File: config.mk
export PLATFORM = sky130hd
export DESIGN_NAME = benes_cfg_loader
export DESIGN_NICKNAME = d
export VERILOG_FILES = /design/src/rtl/benes_cfg_loader.sv
export SDC_FILE = /design/constraint.sdc
export NUM_CORES = 1
export LEC_CHECK = 0
export ABC_AREA = 1
export CORE_ASPECT_RATIO = 0.6
export CORE_MARGIN = 4
export CORE_UTILIZATION = 53
export DETAILED_ROUTE_END_ITERATION = 16
export GPL_ROUTABILITY_DRIVEN = 0
export PLACE_DENSITY = 0.82
export SYNTH_ARGS = -nofsm -noshare
export SYNTH_HDL_FRONTEND = slang
export SYNTH_SLANG_ARGS = --single-unit
File: constraint.sdc
create_clock -name clk -period 1.88 [get_ports clk]
set_input_delay 0.188 -clock clk [delete_from_list [all_inputs] [get_ports clk]]
set_output_delay 0.188 -clock clk [all_outputs]
set_load 0.05 [all_outputs]
File: src/rtl/benes_cfg_loader.sv
// Shadow/active configuration loader for the 16x16 Benes network.
// Per-stage switch words are staged in a shadow bank and applied atomically on commit.
module benes_cfg_loader #(
   parameter int N_STAGES     = 7,
   parameter int SW_PER_STAGE = 8,
   parameter int CNT_W        = 3
) (
   input  logic                    clk,
   input  logic                    rst_n,
   input  logic                    cfg_valid,
   input  logic [SW_PER_STAGE-1:0] cfg_data,
   output logic                    cfg_ready,
   input  logic                    commit_req,
   input  logic                    abort,
   output logic [SW_PER_STAGE-1:0] switch_set [0:N_STAGES-1],
   output logic                    cfg_loaded,
   output logic [CNT_W-1:0]        load_cnt,
   output logic                    commit_done,
   output logic                    commit_err,
   output logic [7:0]              cfg_epoch
);

   typedef enum logic [1:0] {
      S_LOAD   = 2'd0,
      S_FULL   = 2'd1,
      S_COMMIT = 2'd2
   } state_t;

   localparam logic [CNT_W-1:0] LAST_STAGE = CNT_W'(N_STAGES - 1);

   state_t                  state_q, state_d;
   logic [SW_PER_STAGE-1:0] shadow_q     [0:N_STAGES-1];
   logic [SW_PER_STAGE-1:0] shadow_d     [0:N_STAGES-1];
   logic [SW_PER_STAGE-1:0] switch_set_q [0:N_STAGES-1];
   logic [SW_PER_STAGE-1:0] switch_set_d [0:N_STAGES-1];
   logic [CNT_W-1:0]        load_cnt_q, load_cnt_d;
   logic [7:0]              epoch_q, epoch_d;
   logic                    commit_done_q, commit_done_d;
   logic                    commit_err_q, commit_err_d;

   always_ff @(posedge clk or negedge rst_n) begin
      if (!rst_n) begin
         state_q       <= S_LOAD;
         load_cnt_q    <= '0;
         epoch_q       <= '0;
         commit_done_q <= 1'b0;
         commit_err_q  <= 1'b0;
         for (int s = 0; s < N_STAGES; s++) begin
            shadow_q[s]     <= '0;
            switch_set_q[s] <= '0;
         end
      end else begin
         state_q       <= state_d;
         load_cnt_q    <= load_cnt_d;
         epoch_q       <= epoch_d;
         commit_done_q <= commit_done_d;
         commit_err_q  <= commit_err_d;
         for (int s = 0; s < N_STAGES; s++) begin
            shadow_q[s]     <= shadow_d[s];
            switch_set_q[s] <= switch_set_d[s];
         end
      end
   end

   // Abort outranks every other event, including a commit already in flight.
   always_comb begin
      state_d       = state_q;
      load_cnt_d    = load_cnt_q;
      epoch_d       = epoch_q;
      commit_done_d = 1'b0;
      commit_err_d  = 1'b0;
      for (int s = 0; s < N_STAGES; s++) begin
         shadow_d[s]     = shadow_q[s];
         switch_set_d[s] = switch_set_q[s];
      end

      if (abort) begin
         state_d    = S_LOAD;
         load_cnt_d = '0;
         for (int s = 0; s < N_STAGES; s++) begin
            shadow_d[s] = '0;
         end
      end else begin
         case (state_q)
            S_LOAD: begin
               if (commit_req) begin
                  commit_err_d = 1'b1;
               end
               if (cfg_valid) begin
                  for (int s = 0; s < N_STAGES; s++) begin
                     if (load_cnt_q == CNT_W'(s)) begin
                        shadow_d[s] = cfg_data;
                     end
                  end
                  if (load_cnt_q == LAST_STAGE) begin
                     load_cnt_d = '0;
                     state_d    = S_FULL;
                  end else begin
                     load_cnt_d = load_cnt_q + 1'b1;
                  end
               end
            end
            S_FULL: begin
               if (commit_req) begin
                  state_d = S_COMMIT;
               end
            end
            S_COMMIT: begin
               for (int s = 0; s < N_STAGES; s++) begin
                  switch_set_d[s] = shadow_q[s];
                  shadow_d[s]     = '0;
               end
               commit_done_d = 1'b1;
               epoch_d       = epoch_q + 8'd1;
               state_d       = S_LOAD;
            end
            default: begin
               state_d = S_LOAD;
            end
         endcase
      end
   end

   assign cfg_ready   = (state_q == S_LOAD);
   assign cfg_loaded  = (state_q == S_FULL);
   assign load_cnt    = load_cnt_q;
   assign commit_done = commit_done_q;
   assign commit_err  = commit_err_q;
   assign cfg_epoch   = epoch_q;
   assign switch_set  = switch_set_q;

endmodule

==> impl_metrics.py <==
metrics = {
    "outcome": {
        "run_status": "finished, final reports clean",
    },
    "floorplanning": {
        "fp.dieW_um": 135,
        "top_level_ports": 84,
        "placementRows": 27,
        "die_y_um": 84.4,
        "die-area_mm2": 0.0114,
        "initial_utilization_pct": 55.3,
        "design.core.area_mm2": 0.00932,
    },
    "cells_and_area": {
        "final_layout_size_suffix_gt1_share_pct": 9.46,
        "area_delta_synth_final_pct": 31.4,
        "layout_common_cells": "314 x nand2_1, 127 x dfrtp_1, 72 x clkdlybuf4s50_1",
        "nets": 711,
        "layout_commonest_cell": "nand2_1",
        "n_antenna_cell": 0,
        "fin_area_mm2": 0.00678,
    },
    "setup_path": {
        "cp-end-kind": "output pin",
        "rr_worst_depth": 6,
        "timing.rr.end": "shadow_q[50]",
        "critPathTopFamily": "buffers and inverters",
        "arrival_ns": 1.64,
        "cp_slowest_cell": "clkdlybuf4s50_1",
        "cp-start-kind": "flop",
        "cp.buffers_inverters": 1,
        "crit_type": "flop to output pin",
        "r2r_start": "state_q[0]",
        "critical_path_required_ns": 1.69,
        "worstPathCellList": "clkdlybuf4s50_1",
        "critPathMaxStageDelay_ns": 0.83,
        "critPathMaxFanout": 5,
        "r2r_setup_slack_ns": 0.06,
    },
    "clocking": {
        "cts_max_path_buffers": 2,
        "cts.clk_slew.worst_paths_ns": 0.06,
        "clock-root-buffer": "clkbuf_16",
        "clk_latency_ns": 0.41,
        "cts_tree": "yes",
        "cts_max_level": 4,
        "clock_sinks": 127,
        "cts_made_buffers": 17,
    },
    "detailed_routing": {
        "wl_per_cell_um": 15.4,
        "drt_first_iter_violations": 382,
        "drc": 0,
        "firstDrtPassIters": 5,
        "drt-total-wl_mm": 12.9,
        "via_count": 4432,
        "vias_per_cell": 5.29,
        "final_antenna_net_count": 0,
    },
    "grt": {
        "grt_max_degree": 62,
        "grt_pass1_wl_mm": 21.6,
        "antenna_found_initial": 0,
        "grt_pass1_vias": 4461,
        "overflow": 0,
        "track_usage_pct": 24.2,
    },
    "logic_synthesis": {
        "synth.avg_cell_area_um2": 8.65,
        "synth_xor_xnor_area_share_pct": 0.679,
        "synth_compound_area_share_pct": 0.582,
        "synth_area_mm2": 0.00516,
        "synthTopCellsByArea": "dfrtp_1 62%, nand2_1 23%, nand3_1 6.5%",
        "synth_top_family_by_area": "simple AND/OR/NAND/NOR gates",
        "ys_warn_count": 0,
        "postSynthCellCount": 596,
        "syn-num-nets": 611,
        "netlist.area_leader.share_pct": 61.6,
        "ys_seq_area_share_pct": 61.6,
        "synth_fa_ha_area_share_pct": 0.485,
        "yosysTopAreaCell": "dfrtp_1",
        "synth-seq-cells": 127,
        "yosys.area_share.simple_pct": 33.5,
        "synth_mux_area_share_pct": 0,
        "yosysUniqueCellTypes": 17,
    },
    "sta": {
        "whs_ns": 0.226,
        "setup_tns_ns": 0,
        "min_period_ns": 1.83,
        "rsz0062_at_grt": "true",
        "finalSetupViolations": 0,
        "relSlewSlack_pct": 46.8,
        "worst-slew-pin-transition_ns": 0.795,
        "finalCritPeriodShare_pct": 97.5,
        "finalClockSkew_ns": 0.00803,
        "slew_violations": 0,
        "max_freq_mhz": 546,
        "hold_viol_final": 0,
    },
    "power_and_ir_drop": {
        "p_leak_nw": 3.63,
        "ir_drop_mv": 0.944,
        "p_per_area_mw_per_mm2": 1370,
    },
    "placed_design": {
        "hpwl_mm": 8.83,
        "portBuffers": 83,
        "dpl_cell_area_mm2": 0.00621,
    },
    "job": {
        "drv_cap": 0,
    },
    "hold_path": {
        "holdCritPathClass": "primary input to asynchronous set/reset pin",
    },
}
through the flow:
stage	power, mW	worst slack [ns]	instances	util, %
2_1_floorplan	5.26	0.175	596	-
3_3_place_gp	6.18	0.0255	806	66.6
3_5_place_dp	6.27	-0.0323	806	66.6
4_1_cts	9.35	0.0193	838	72.6
5_1_grt	9.70	-0.0202	838	72.7
6_report	9.29	0.0472	838	72.7
metal layers:
metal | GRT usage (%) | routed length, µm | vias up
li1 | - | - | 2070
met4 | 8.33 | 193 | 0
met1 | 33.1 | 5630 | 2131
met3 | 7.72 | 1190 | 23
met2 | 36.8 | 5850 | 208
met5 | 0 | 0 | -
cell families (layout without fill, tap and decap cells):
group | count (synthesis) | after routing
and+or+nand+nor | 418 | 418
DFF | 127 | 127
buffers and inverters | 39 | 151
AOI/OAI and AO/OA | 6 | 6
xor gates and xnor gates | 4 | 4
adders and majority gates | 2 | 2
cell type report:
class	count	area, µm²
Sequential cell	127	3180
Fill cell	679	2550
Multi-Input combinational cell	430	1820
Timing Repair Buffer	99	980
Clock buffer	26	499
Tap cell	130	163
Inverter	21	78.8
Clock inverter	5	55.1
what timing repair did:
action,CTS,global route
resized for setup,5,4
setup buffers,0,0
setup endpoints to repair,5,6
endpoints found under the hold margin,100,0
hold buffers,1,0
registers in the layout, summed over array words and instances (netlist names):
name	flops
shadow_q	56
switch_set	56
cfg_epoch	8
load_cnt	3
state_q	2
commit_done	1
commit_err	1
worst max-delay path by stage:
stage | startpoint | end | slack (ns) | cells past startpoint
2_1_floorplan | state_q[1] | shadow_q[10] | 0.18 | 6
3_3_place_gp | abort | switch_set[33] | 0.03 | 7
3_5_place_dp | abort | switch_set[42] | -0.03 | 7
4_1_cts | cfg_epoch[4] | cfg_epoch[4] | 0.02 | 1
5_1_grt | state_q[0] | shadow_q[27] | -0.02 | 6
6_report | cfg_epoch[5] | cfg_epoch[5] | 0.05 | 1
power breakdown:
| group | switching, mW | total (mW) | internal (mW) |
|---|---|---|---|
| clock network | 1.12 | 3.06 | 1.95 |
| logic | 1.84 | 2.67 | 0.823 |
| registers | 0.328 | 3.56 | 3.23 |
cells in the mapped netlist, drive strengths merged:
master  number
nor3         1
buf         18
ha           2
inv         21
nor2        18
nand4        3
nand3       69
nand2      327
dfrtp      127
xnor2        2
o21ai        6
xor2         2
Note: power is estimated with default switching activity, not from simulation.
